--- config.mk ---
export PLATFORM = sky130hd
export DESIGN_NAME = slot_i2s_tx
export DESIGN_NICKNAME = d
export VERILOG_FILES = /design/src/rtl/slot_i2s_tx_pkg.sv /design/src/rtl/slot_i2s_tx_clkgen.sv /design/src/rtl/slot_i2s_tx.sv
export SDC_FILE = /design/constraint.sdc
export NUM_CORES = 1
export LEC_CHECK = 0
export ABC_AREA = 1
export ABC_CLOCK_PERIOD_IN_PS = 2270
export CORE_UTILIZATION = 45
export CTS_CLUSTER_SIZE = 16
export DETAILED_ROUTE_END_ITERATION = 16
export GPL_TIMING_DRIVEN = 0
export HOLD_SLACK_MARGIN = 0.06
export PLACE_DENSITY = 0.67
export RECOVER_POWER = 25
export SYNTH_ARGS = -nofsm -noshare
export SYNTH_HDL_FRONTEND = slang
export SYNTH_SLANG_ARGS = --single-unit
export TNS_END_PERCENT = 50
--- constraint.sdc ---
create_clock -name mclk -period 2.27 [get_ports mclk]
set_clock_uncertainty 0.1 [all_clocks]
set_input_delay 0.681 -clock mclk [delete_from_list [all_inputs] [get_ports mclk]]
set_output_delay 0.681 -clock mclk [all_outputs]
set_load 0.005 [all_outputs]
--- src/rtl/slot_i2s_tx_pkg.sv ---
// Shared definitions for the slot I2S transmitter.
//   I2S_FRAME_BITS / I2S_HALF_BITS : bck periods per frame / per channel half
//   I2S_IDX_W                      : width of the frame bit index
//   i2s_tx_state_t                 : transmitter states IDLE, RUN, STOP
//   SlotMode                       : slot mode; only DAC2 and DAC8 transmit
package slot_i2s_tx_pkg;

    localparam int unsigned I2S_FRAME_BITS = 64;
    localparam int unsigned I2S_HALF_BITS  = 32;
    localparam int unsigned I2S_IDX_W      = $clog2(I2S_FRAME_BITS);

    typedef enum logic [1:0] {
        IDLE,
        RUN,
        STOP
    } i2s_tx_state_t;

    typedef enum logic [1:0] {
        ADC2,
        ADC8,
        DAC2,
        DAC8
    } SlotMode;

    function automatic logic is_dac(input SlotMode m);
        return (m == DAC2) || (m == DAC8);
    endfunction

endpackage

--- src/rtl/slot_i2s_tx_clkgen.sv ---
// Bit clock and frame timing generator for slot_i2s_tx.
// Ports:
//   mclk, reset_n : clock, asynchronous active-low reset
//   run           : high while the transmitter is active; low holds everything cleared
//   bck           : bit clock, BCK_HALF mclk per half-period, starts low
//   lrck          : 0 for bit index 0..31, 1 for 32..63; updated on bck falling edges
//   bit_idx       : current frame bit index 0..63
//   bck_fall      : strobe, high in the cycle whose edge drives bck low
//   frame_end     : strobe, bck_fall on the last bit (index wraps to 0)
module slot_i2s_clkgen
    import slot_i2s_tx_pkg::*;
#(
    parameter int unsigned BCK_HALF = 2
) (
    input  logic                 mclk,
    input  logic                 reset_n,
    input  logic                 run,
    output logic                 bck,
    output logic                 lrck,
    output logic [I2S_IDX_W-1:0] bit_idx,
    output logic                 bck_fall,
    output logic                 frame_end
);

    localparam int unsigned DIV_W = (BCK_HALF > 1) ? $clog2(BCK_HALF) : 1;

    logic [DIV_W-1:0]     div;
    logic                 tick;
    logic [I2S_IDX_W-1:0] next_idx;

    always_comb begin
        tick      = run && (div == DIV_W'(BCK_HALF - 1));
        bck_fall  = tick && bck;
        frame_end = bck_fall && (bit_idx == I2S_IDX_W'(I2S_FRAME_BITS - 1));
        next_idx  = bit_idx + I2S_IDX_W'(1);
    end

    always_ff @(posedge mclk or negedge reset_n) begin
        if (!reset_n) begin
            div     <= '0;
            bck     <= 1'b0;
            lrck    <= 1'b0;
            bit_idx <= '0;
        end else if (!run) begin
            div     <= '0;
            bck     <= 1'b0;
            lrck    <= 1'b0;
            bit_idx <= '0;
        end else if (tick) begin
            div <= '0;
            bck <= ~bck;
            if (bck) begin
                // index wraps 63->0 by natural overflow of the 6-bit counter
                bit_idx <= next_idx;
                lrck    <= (next_idx >= I2S_IDX_W'(I2S_HALF_BITS));
            end
        end else begin
            div <= div + DIV_W'(1);
        end
    end

endmodule

--- src/rtl/slot_i2s_tx.sv ---
// Slot I2S transmitter: accepts 8-channel frames into a one-frame holding
// register and serialises them as I2S on up to four data lines.
// Ports:
//   mclk, reset_n      : sole clock, asynchronous active-low reset
//   enable, mode       : run request and slot mode (DAC2 / DAC8 transmit)
//   in_data            : 8 samples, channel c at [c*SAMPLE_WIDTH +: SAMPLE_WIDTH]
//   in_valid, in_ready : frame handshake into the holding register
//   bck, lrck, sdata   : I2S lines (sdata[n] carries channels 2n / 2n+1)
//   oe                 : slot drive enable, high in RUN and STOP
//   underrun           : one-cycle pulse when a frame load finds no held frame
//   underrun_count     : saturating underrun counter
// Build option: define SLOT_I2S_UNDERRUN_COUNT_EN to include the underrun
// counter; otherwise underrun_count is tied to zero.
module slot_i2s_tx
    import slot_i2s_tx_pkg::*;
#(
    parameter int unsigned SAMPLE_WIDTH = 24,
    parameter int unsigned BCK_HALF     = 2
) (
    input  logic                      mclk,
    input  logic                      reset_n,
    input  logic                      enable,
    input  SlotMode                   mode,
    input  logic [8*SAMPLE_WIDTH-1:0] in_data,
    input  logic                      in_valid,
    output logic                      in_ready,
    output logic                      bck,
    output logic                      lrck,
    output logic [3:0]                sdata,
    output logic                      oe,
    output logic                      underrun,
    output logic [15:0]               underrun_count
);

    i2s_tx_state_t state, state_n;

    logic                      hold_full, hold_full_n;
    logic [8*SAMPLE_WIDTH-1:0] hold;
    logic [3:0][SAMPLE_WIDTH-1:0] sh_l, sh_r;

    logic                 start, load, xfer, run;
    logic [I2S_IDX_W-1:0] bit_idx, next_idx;
    logic                 bck_fall, frame_end;

    slot_i2s_clkgen #(
        .BCK_HALF(BCK_HALF)
    ) u_clkgen (
        .mclk      (mclk),
        .reset_n   (reset_n),
        .run       (run),
        .bck       (bck),
        .lrck      (lrck),
        .bit_idx   (bit_idx),
        .bck_fall  (bck_fall),
        .frame_end (frame_end)
    );

    always_comb begin
        start    = enable && is_dac(mode);
        xfer     = in_valid && in_ready;
        run      = (state != IDLE);
        next_idx = bit_idx + I2S_IDX_W'(1);
        load     = 1'b0;
        state_n  = state;
        case (state)
            IDLE: begin
                if (start) begin
                    state_n = RUN;
                    load    = 1'b1;
                end
            end
            default: begin
                // RUN and STOP share one rule: the start condition decides
                // whether the frame boundary reloads or returns to IDLE.
                if (frame_end) begin
                    state_n = start ? RUN : IDLE;
                    load    = start;
                end else begin
                    state_n = start ? RUN : STOP;
                end
            end
        endcase
        hold_full_n = hold_full;
        if (load) hold_full_n = 1'b0;
        if (xfer) hold_full_n = 1'b1;
    end

    always_ff @(posedge mclk or negedge reset_n) begin
        if (!reset_n) begin
            state     <= IDLE;
            hold_full <= 1'b0;
            hold      <= '0;
            in_ready  <= 1'b0;
            sh_l      <= '0;
            sh_r      <= '0;
            sdata     <= '0;
            oe        <= 1'b0;
            underrun  <= 1'b0;
        end else begin
            state     <= state_n;
            hold_full <= hold_full_n;
            in_ready  <= !hold_full_n;
            oe        <= (state_n != IDLE);
            underrun  <= load && !hold_full;
            if (xfer) hold <= in_data;

            if (load) begin
                // A load coincides with index 0, which always drives 0.
                sdata <= '0;
                for (int unsigned n = 0; n < 4; n++) begin
                    if (hold_full && (n == 0 || mode == DAC8)) begin
                        sh_l[n] <= hold[(2*n)*SAMPLE_WIDTH +: SAMPLE_WIDTH];
                        sh_r[n] <= hold[(2*n+1)*SAMPLE_WIDTH +: SAMPLE_WIDTH];
                    end else begin
                        sh_l[n] <= '0;
                        sh_r[n] <= '0;
                    end
                end
            end else if (bck_fall) begin
                if (next_idx[I2S_IDX_W-2:0] == '0) begin
                    sdata <= '0;
                end else begin
                    // Shift registers fill with zeros, so bits past the LSB drive 0.
                    for (int unsigned n = 0; n < 4; n++) begin
                        if (next_idx[I2S_IDX_W-1]) begin
                            sdata[n] <= sh_r[n][SAMPLE_WIDTH-1];
                            sh_r[n]  <= sh_r[n] << 1;
                        end else begin
                            sdata[n] <= sh_l[n][SAMPLE_WIDTH-1];
                            sh_l[n]  <= sh_l[n] << 1;
                        end
                    end
                end
            end
        end
    end

`ifdef SLOT_I2S_UNDERRUN_COUNT_EN
    always_ff @(posedge mclk or negedge reset_n) begin
        if (!reset_n) begin
            underrun_count <= '0;
        end else if (load && !hold_full && (underrun_count != '1)) begin
            underrun_count <= underrun_count + 16'd1;
        end
    end
`else
    assign underrun_count = '0;
`endif

endmodule

# Word-level counts from Yosys, hierarchy flattened
# Cells that the tools add are included.
[totals] n_memories=0 input_bits=198 mem_bits_ro=0 mem_bits_rw=0 reg_bits=403 latch_bits=0
[op_classes] muxes=49 reduce_logical=19 bitwise=1 n_mul=0 div=0 magnitude_cmp=1 addsub=2 eq_ne=7 n_shift=0
[ops] operator="$mux 96" count=6
[ops] operator="$mux 24" count=16
[ops] operator="$mux 6" count=3
[ops] operator="$mux 1" count=17
[ops] operator="$mux 4" count=3
[ops] operator="$mux 2" count=4
[ops] operator="$ne 2x2->1 const B" count=4
[ops] operator="$reduce_bool 2->1" count=4
[ops] operator="$logic_and 1x1->1" count=7
[ops] operator="$add 6x1->6 const B" count=1
[ops] operator="$eq 6x6->1 const B" count=1
[ops] operator="$ge 6x6->1 const B" count=1
[ops] operator="$reduce_and 3->1" count=2
[ops] operator="$logic_not 5->1" count=1
[ops] operator="$eq 2x2->1 const B" count=2
[ops] operator="$logic_not 1->1" count=2
[ops] operator="$logic_not 2->1" count=1
[ops] operator="$reduce_and 2->1" count=1
[ops] operator="$add 1x1->1 const B" count=1
[ops] operator="$logic_or 1x1->1" count=1
[ops] operator="$not 1->1" count=1

# Longest topological paths before layout
# Gate-level depths: netlist of run 1.
[logic_depth] word_depth=9 depth_mapped=12

# Cells and area by module
# A second synthesis of run 1 with hierarchy kept.
[unflattened] cells_unflattened=2270 hier_area_um2=18959.4
[modules_own_cells] mod="slot_i2s_tx" area_each_um2=18492.7 cells_per_inst=2219 seq_area_each_um2=9859.5 n_inst=1
[modules_own_cells] mod="slot_i2s_clkgen" area_each_um2=466.7 cells_per_inst=51 seq_area_each_um2=225.2 n_inst=1

# Worst setup path before layout of run 1
# OpenSTA, ideal clock, no wires.
[synth_path] path_kind="input -> register" start="in enable" end="reg sh_l[25] (netlist bit)" slack_ns=0.289 t_required_ns=2.104 arrival_ns=1.814 path_buffers=2 cell_stages=9 setup_ns=0.066 cell_sequence="nand2_1 inv_1 nand2_1 clkbuf_1 clkbuf_1 nand3_1 nand2_1 nand2_1 nand2_1"
[synth_between] elab_chain_cells=5 word_cells_on_any_way=9 classes_between="eq/ne (2); mux (4); reduce/logical (3)"
[synth_lines] element="start: declaration" line="slot_i2s_tx.sv:22" source="input logic enable,"
[synth_lines] element="$logic_and 1x1->1 (*)" line="slot_i2s_tx.sv:59" source="start = enable && is_dac(mode);"
[synth_lines] element="$mux 1, on equally long branches" line="slot_i2s_tx.sv:75, slot_i2s_tx.sv:67"
[synth_lines] element="$mux 1 (*)" line="slot_i2s_tx.sv:65" source="case (state)"
[synth_lines] element="$ne 2x2->1 (no source line) or $reduce_bool 2->1 (tied branches)"
[synth_lines] element="$reduce_and 3->1 (no source line)"
[synth_lines] element="end signal: indexed assignment" line="slot_i2s_tx.sv:112" source="sh_l[n] <= hold[(2*n)*SAMPLE_WIDTH +: SAMPLE_WIDTH];"
[synth_lines] element="end signal: indexed assignment" line="slot_i2s_tx.sv:130" source="sh_l[n] <= sh_l[n] << 1;"
[synth_lines] element="end: declaration" line="slot_i2s_tx.sv:39" source="logic [3:0][SAMPLE_WIDTH-1:0] sh_l, sh_r;"
# Every way passes the cells marked *; elsewhere a longest branch is shown, timed or not.
# A chain may end at the register's enable or synchronous reset.

# Final worst setup path of run 1
[layout_path] start="reg u_clkgen.lrck" end="out lrck"
[layout_lines] element="start: declaration" line="slot_i2s_tx_clkgen.sv:19" source="output logic lrck,"
[layout_lines] element="start signal: assignment" line="slot_i2s_tx_clkgen.sv:55" source="lrck <= (next_idx >= I2S_IDX_W'(I2S_HALF_BITS));"
[layout_lines] element="end: declaration" line="slot_i2s_tx.sv:28" source="output logic lrck,"
# No word-level cell between the ends.

==> results.yml, run 1 <==
clocking:
  clk_latency_ps: 560
  htree_levels: 2
  numCtsBuffers: 44
  cts_tree: "yes"
  cts.reportedPaths.clkPinSlew_ps: 60
  hold_buffers: 0
  cts.sinks: 403
  root_buffer: "clkbuf_16"
  clockBufferDepth: 3
sta:
  setup_violations: 0
  hold_violations: 0
  slew_headroom: 0.453
  rsz0062_at_grt: "yes"
  fmax_mhz: 452
  slew_violations: 0
  worst_pin_slew_ps: 821
  timing.setup.tns_ps: 0
  period_needed_ps: 2210
  period_share: 0.974
global_routing:
  grt_max_degree: 118
  grt_pass1_vias: 16600
  antenna_found_initial: 1
  overflow: 0
  grtUsageTotal: 0.249
  grt_pass1_wl_um: 86100
logic_synthesis:
  yosysUniqueCellTypes: 25
  synth-seq-area-share: 0.528
  synth_area_um2: 19100
  synth_cells: 2430
  synth_warnings: 0
  ys_ff_latch: 403
  syn_area_per_cell_um2: 7.86
critical_path:
  cpMaxStageDelayCell: "clkdlybuf4s50_1"
  endpoint_kind: "primary output"
  worstPathCellList: "clkdlybuf4s50_1"
  cp.arrival_ps: 1430
  path_class: "register to primary output"
  crit_family: "buffers and inverters"
  cp_num_buf_inv: 1
  max_stage_delay_ps: 510
  path_max_fanout: 2
  cp-start-kind: "register"
  worstPathRequired_ps: 1490
route:
  drtPass1Iterations: 5
  ant_nets: 0
  wl_um: 53500
  drc: 0
  drtIter0Drc: 1390
  viasPerCell: 5.20
  num_vias: 17000
  routedWlPerCell_um: 16.3
floorplanning:
  initial_core_util: 0.455
  die_x_um: 208
  die_h_um: 208
  core-area_um2: 41900
  rows: 75
  fp.dieArea_um2: 43300
  io_pins: 223
finish:
  final_layout_size_suffix_gt1_frac: 0.111
  final_common_cell: "nand2_1"
  final_cell_count_no_fill: 3277
  nNetsFinal: 2901
  final_cell_mix: "750 x nand2_1, 431 x nand3_1, 402 x dfrtp_1"
  syn_to_final_growth_pct: 24.0
hold_path:
  hp-class: "input port to asynchronous set/reset pin"
placement:
  place_inst: 3193
  place_congestion: 0.860
  place_hpwl_um: 37400
  io_buffer_count: 206
run_status:
  run_status: "finished, final reports clean"
pwr:
  p_per_area_nw_per_um2: 1070
  peakVddDrop_v: 0.000575
  p_total_mw: 25.4
  p_leak_nw: 12.7
flow_run:
  drv_cap: 0
-- timing repair --
action                                  4_1_cts  5_1_grt
setup buffers                                 0        3
endpoints found under the setup margin      313      256
gates resized for setup                      40       73
-- path summary, 6_finish.rpt --
kind / slack (ps) / cells past startpoint / to / startpoint
worst max register to register: 80 / 10 / sh_r[4]$_DFFE_PN0P_ / u_clkgen.bit_idx[0]$_DFFE_PN0P_
worst min-delay path: 30 / 1 / hold[130]$_DFFE_PN0P_ / reset_n
worst max-delay path: 60 / 1 / lrck / u_clkgen.lrck$_DFFE_PN0P_
min in group mclk: 390 / 2 / sdata[2]$_DFFE_PN0P_ / sdata[2]$_DFFE_PN0P_
worst min register to register: 390 / 2 / sdata[2]$_DFFE_PN0P_ / sdata[2]$_DFFE_PN0P_
max in group asynchronous: 530 / 3 / u_clkgen.bit_idx[0]$_DFFE_PN0P_ / reset_n
-- logic make-up (layout without fill, tap and decap cells) --
kind of cell	after synthesis	after routing	share of synthesized area
adder cells (fa/ha/maj)	1	1	0.000655
buffers and inverters	343	635	0.0783
flip-flops	403	403	0.528
XOR/XNOR	1	1	0.000459
AND/OR/NAND/NOR	1483	1483	0.323
other	1	17	0.000196
multiplexers	54	54	0.0318
AO/OA/AOI/OAI	144	144	0.0380
-- power by group --
part	leakage, nW	switching (mW)	internal, mW
clock	0.753	2.99	4.45
combinational	6.97	3.96	2.84
sequential	5.01	1.27	9.88
total	12.7	8.22	17.2
-- routing by layer --
layer | vias up | GRT usage | share of wire
met4 | 0 | 0.121 | 0.036
met2 | 546 | 0.386 | 0.46
met5 | - | 0 | 0
li1 | 8205 | - | -
met3 | 103 | 0.0421 | 0.059
met1 | 8172 | 0.340 | 0.45
-- layout make-up --
| class | count | area [um^2] |
|---|---|---|
| well taps | 539 | 674 |
| fillers | 3851 | 18300 |
| flip-flops and latches | 403 | 10100 |
| multi-input cells | 1699 | 7630 |
| clock inverters | 19 | 205 |
| clock buffers | 62 | 1300 |
| inverters | 148 | 556 |
| diodes | 1 | 2.50 |
| repair buffers | 212 | 2190 |
| plain buffers | 194 | 1060 |
-- state kept, by name, summed over array words and instances (netlist names) --
| register | cells |
|---|---|
| u_clkgen.bck | 1 |
| sh_l | 96 |
| state | 2 |
| u_clkgen.lrck | 1 |
| hold_full | 1 |
| hold | 192 |
| u_clkgen.div | 1 |
| underrun | 1 |
| sh_r | 96 |
| sdata | 4 |
| oe | 1 |
| u_clkgen.bit_idx | 6 |
| in_ready | 1 |
-- stage by stage --
| stage | hold slack (ps) | util | cell area (um^2) | setup slack [ps] |
|---|---|---|---|---|
| final | 31.5 | 0.565 | 23700 | 59.0 |
| after global routing | 94.2 | 0.565 | 23700 | -38.0 |
| after CTS | 75.5 | 0.562 | 23600 | -24.0 |
| after detailed placement | 380 | 0.524 | 22000 | -2120 |
| after global placement | 358 | 0.522 | 21900 | -17250 |
| after floorplan | 285 | - | 19200 | 289 |
-- synthesized netlist by cell type, drive strengths merged --
library cell / number / area [um^2]
conb: 1 / 3.75
o22ai: 2 / 12.5
inv: 148 / 556
ha: 1 / 12.5
nand3: 436 / 2200
nand4: 2 / 12.5
xor2: 1 / 8.76
clkbuf: 78 / 293
buf: 117 / 647
mux2: 54 / 608
nor2: 290 / 1100
o21ai: 2 / 10.0
nand2: 755 / 2840
a21oi: 139 / 696
o31ai: 1 / 7.51
dfrtp: 403 / 10100
Power figures use the tool's default switching activity.
==> run 2, diff against run 1 <==
--- a/config.mk
+++ b/config.mk
@@ -7,6 +7,7 @@
 export LEC_CHECK = 0
 export ABC_AREA = 1
 export ABC_CLOCK_PERIOD_IN_PS = 2270
+export CORE_ASPECT_RATIO = 0.8
 export CORE_UTILIZATION = 45
 export CTS_CLUSTER_SIZE = 16
 export DETAILED_ROUTE_END_ITERATION = 16
@@ -14,6 +15,7 @@
 export HOLD_SLACK_MARGIN = 0.06
 export PLACE_DENSITY = 0.67
 export RECOVER_POWER = 25
+export SLEW_MARGIN = 20
 export SYNTH_ARGS = -nofsm -noshare
 export SYNTH_HDL_FRONTEND = slang
 export SYNTH_SLANG_ARGS = --single-unit
==> results.yml, run 2 (synthesized netlist as in run 1, its figures left out) <==
placement:
  place_congestion: 0.854
  io_buffer_count: 206
  place_hpwl_um: 38100
  placed_cell_area_um2: 22000
  place_inst: 3207
critical_path:
  cp.arrival_ps: 1430
  endpoint_kind: "primary output"
  crit_family: "buffers and inverters"
  path_max_fanout: 2
  cp-start-kind: "register"
  max_stage_delay_ps: 510
  cp_num_buf_inv: 1
  worstPathRequired_ps: 1490
  cpMaxStageDelayCell: "clkdlybuf4s50_1"
  path_class: "register to primary output"
  worstPathCellList: "clkdlybuf4s50_1"
finish:
  top_register: "hold"
  antennaDiodeCount: 0
  n_fill_cell: 3804
  multi_input_area_um2: 7610
  regArea_um2: 10100
  final_layout_size_suffix_gt1_frac: 0.108
  largestRegisters: "hold x192, sh_l x96, sh_r x96"
  final_cell_count_no_fill: 3286
  syn_to_final_growth_pct: 23.8
  final_cell_mix: "751 x nand2_1, 431 x nand3_1, 402 x dfrtp_1"
  final_common_cell: "nand2_1"
  design_area_um2: 23600
  largest_reg_flops: 192
  nNetsFinal: 2903
  post-route-util: 0.565
clocking:
  clockBufferDepth: 3
  root_buffer: "clkbuf_16"
  htree_levels: 2
  numCtsBuffers: 43
  cts.sinks: 403
  cts_tree: "yes"
  cts.reportedPaths.clkPinSlew_ps: 60
  clk_latency_ps: 560
global_routing:
  grt_max_degree: 101
  grt_pass1_wl_um: 84900
  antenna_found_initial: 0
  grt_pass1_vias: 16100
  overflow: 0
  grtUsageTotal: 0.248
sta:
  worst_pin_slew_ps: 915
  slew_headroom: 0.390
  period_needed_ps: 2210
  setup_violations: 0
  hold_violations: 0
  period_share: 0.974
  slew_violations: 0
  fmax_mhz: 452
  timing.setup.tns_ps: 0
floorplanning:
  die_h_um: 186
  core-area_um2: 41800
  initial_core_util: 0.457
  fp.dieArea_um2: 43300
  io_pins: 223
  die_x_um: 232
  rows: 67
pwr:
  p_leak_nw: 12.7
  peakVddDrop_v: 0.000580
  p_per_area_nw_per_um2: 1070
  p_total_mw: 25.3
route:
  drtIter0Drc: 1802
  drtPass1Iterations: 6
  num_vias: 17200
  ant_nets: 0
  drc: 0
  routedWlPerCell_um: 16.3
  viasPerCell: 5.22
  wl_um: 53600
hold_path:
  hp-class: "register to register"
flow_run:
  drv_cap: 0
run_status:
  run_status: "finished, final reports clean"
## run 2: cell count changes in the layout (fill, tap and decap cells not counted), moves of 2 or more
cell | before | now
clkbuf_1 | 37 | 41
clkbuf_8 | 12 | 9
clkbuf_4 | 9 | 11
buf_4 | 38 | 40
clkinv_2 | 12 | 9
clkbuf_2 | 41 | 36
inv_6 | 2 | 0
## run 2: metrics by stage
| step | setup slack [ps] | hold WS [ps] |
|---|---|---|
| after floorplan | 289 | 285 |
| after global placement | -17310 | 363 |
| after detailed placement | -2010 | 370 |
| after CTS | -7.34 | 372 |
| after global routing | -33.8 | 407 |
| final | 58.2 | 368 |
## run 2: final timing paths
kind	startpoint	endpoint	slack, ps	cells past startpoint
max	in_ready$_DFF_PN0_	in_ready	60	1
min	hold[144]$_DFFE_PN0P_	sh_l[72]$_DFFE_PN0P_	370	2
max reg2reg	u_clkgen.bit_idx[0]$_DFFE_PN0P_	sh_r[15]$_DFFE_PN0P_	100	10
min reg2reg	hold[144]$_DFFE_PN0P_	sh_l[72]$_DFFE_PN0P_	370	2
max in group asynchronous	reset_n	hold[21]$_DFFE_PN0P_	430	4
min in group asynchronous	reset_n	hold[129]$_DFFE_PN0P_	440	2
## run 2: area by class of cell
| type | instances | area share |
|---|---|---|
| clock buffers | 59 | 0.0532 |
| well taps | 552 | 0.0292 |
| repair buffers | 215 | 0.0929 |
| clock inverters | 16 | 0.00799 |
| plain buffers | 194 | 0.0446 |
| multi-input cells | 1699 | 0.322 |
| flip-flops and latches | 403 | 0.427 |
| inverters | 148 | 0.0235 |
## run 2: per-layer routing
metal  global-route usage  vias to the layer above  routed length (um)
met5                    0                        -                   0
met4               0.0739                        0                1300
met3               0.0396                       96                3520
met2                0.381                      583               23900
met1                0.362                     8271               24900
li1                     -                     8218                   -
## run 2: power by group
part / leakage, nW / switching, mW / internal, mW
clock network: 0.715 / 2.96 / 4.32
logic: 6.96 / 4.00 / 2.82
registers: 5.01 / 1.32 / 9.88
total: 12.7 / 8.28 / 17.0
## run 2: what timing repair did
item	in CTS	in global routing
buffers inserted	1	3
pin swaps	1	2
gates resized for setup	44	55
hold buffers	1	0
gates cloned	0	0
endpoints found under the setup margin	309	230
hold endpoints to repair	16	0
==> run 3, diff against run 2 <==
--- a/config.mk
+++ b/config.mk
@@ -9,11 +9,12 @@
 export ABC_CLOCK_PERIOD_IN_PS = 2270
 export CORE_ASPECT_RATIO = 0.8
 export CORE_UTILIZATION = 45
+export CTS_CLUSTER_DIAMETER = 200
 export CTS_CLUSTER_SIZE = 16
 export DETAILED_ROUTE_END_ITERATION = 16
 export GPL_TIMING_DRIVEN = 0
 export HOLD_SLACK_MARGIN = 0.06
-export PLACE_DENSITY = 0.67
+export PLACE_DENSITY = 0.63
 export RECOVER_POWER = 25
 export SLEW_MARGIN = 20
 export SYNTH_ARGS = -nofsm -noshare
==> results.yml, run 3 (synthesized netlist as in run 1, its figures left out) <==
route:
  num_vias: 16900
  routedWlPerCell_um: 16.3
  wl_um: 52800
  viasPerCell: 5.20
  drc: 0
  ant_nets: 0
  drtIter0Drc: 1653
  drtPass1Iterations: 6
clocking:
  cts_tree: "yes"
  cts.sinks: 403
  numCtsBuffers: 29
  clockBufferDepth: 3
  cts.reportedPaths.clkPinSlew_ps: 70
  clk_latency_ps: 570
  htree_levels: 1
  root_buffer: "clkbuf_16"
floorplanning:
  die_x_um: 232
  fp.dieArea_um2: 43300
  rows: 67
  core-area_um2: 41800
  io_pins: 223
  initial_core_util: 0.457
  die_h_um: 186
critical_path:
  cp.arrival_ps: 1430
  crit_family: "buffers and inverters"
  path_max_fanout: 2
  cp-start-kind: "register"
  cpMaxStageDelayCell: "clkdlybuf4s50_1"
  cp_num_buf_inv: 1
  path_class: "register to primary output"
  worstPathRequired_ps: 1490
  max_stage_delay_ps: 510
  worstPathCellList: "clkdlybuf4s50_1"
  endpoint_kind: "primary output"
placement:
  io_buffer_count: 206
  placed_cell_area_um2: 22000
  place_inst: 3207
  place_congestion: 0.862
  place_hpwl_um: 38200
  post-place-ws_ps: -1930
sta:
  hold_violations: 64
  timing.hold.ws_ps: -61.5
  period_share: 0.974
  fmax_mhz: 452
  period_needed_ps: 2210
  final.setup.worst_slack_ps: 59.6
  slew_violations: 0
  worst_pin_slew_ps: 1210
  slew_headroom: 0.194
  setup_violations: 0
finish:
  top_register: "hold"
  design_area_um2: 23000
  antennaDiodeCount: 0
  nNetsFinal: 2889
  final_cell_count_no_fill: 3241
  final_common_cell: "nand2_1"
  final_cell_mix: "751 x nand2_1, 431 x nand3_1, 402 x dfrtp_1"
  largestRegisters: "hold x192, sh_l x96, sh_r x96"
  final_layout_size_suffix_gt1_frac: 0.0945
  largest_reg_flops: 192
  syn_to_final_growth_pct: 20.1
global_routing:
  grt_pass1_vias: 15800
  grt_max_degree: 96
  antenna_found_initial: 1
  grt_pass1_wl_um: 83800
  grtUsageTotal: 0.244
  overflow: 0
run_status:
  run_status: "complete, but fails checks"
  violations: "hold timing"
pwr:
  p_leak_nw: 12.3
  p_per_area_nw_per_um2: 988
  peakVddDrop_v: 0.000576
hold_path:
  hp-class: "input port to asynchronous set/reset pin"
flow_run:
  drv_cap: 0
run 3: final timing paths:
path	from	to	slack, ps	cells past startpoint
max	sdata[1]$_DFFE_PN0P_	sdata[1]	60	1
min	reset_n	hold[128]$_DFFE_PN0P_	-60	1
max reg2reg	hold_full$_DFF_PN0_	sh_l[80]$_DFFE_PN0P_	110	8
min reg2reg	hold[168]$_DFFE_PN0P_	sh_r[72]$_DFFE_PN0P_	380	2
max in group asynchronous	reset_n	sh_l[5]$_DFFE_PN0P_	450	4
min in group mclk	hold[168]$_DFFE_PN0P_	sh_r[72]$_DFFE_PN0P_	380	2
run 3: layout make-up:
cell class	count	area (um^2)
inverter	148	556
fill	3896	18900
sequential	403	10100
clock buffer	29	726
clock inverter	1	16.3
buffer	194	1040
multi-input combinational	1699	7640
timing repair buffer	215	2200
tap	552	691
run 3: layer usage:
layer,track usage,wire length [um]
met5,0,0
met4,0.0684,1430
met1,0.361,25100
met2,0.378,23500
met3,0.0296,2760
run 3: metrics by stage:
step	utilization	setup TNS [ps]	hold WS [ps]	power, mW
floorplan	-	0	285	15.6
global placement	0.524	-7452540	361	17.7
detailed placement	0.527	-407120	368	18.0
CTS	0.546	-8.79	-35.0	22.8
global route	0.549	-7.61	-29.6	24.3
finish	0.549	0	-61.5	22.7
run 3: timing repair:
item                       CTS  global route
hold endpoints to repair    64            64
pin swaps                    1             1
buffers inserted             0             5
gates resized for setup     49            45
setup endpoints to repair  318           232
run 3: where the power goes:
group | internal, mW | leakage, nW | switching, mW
registers | 9.87 | 5.01 | 1.29
clock network | 2.26 | 0.364 | 2.44
logic | 2.83 | 6.96 | 3.98
total | 15.0 | 12.3 | 7.71
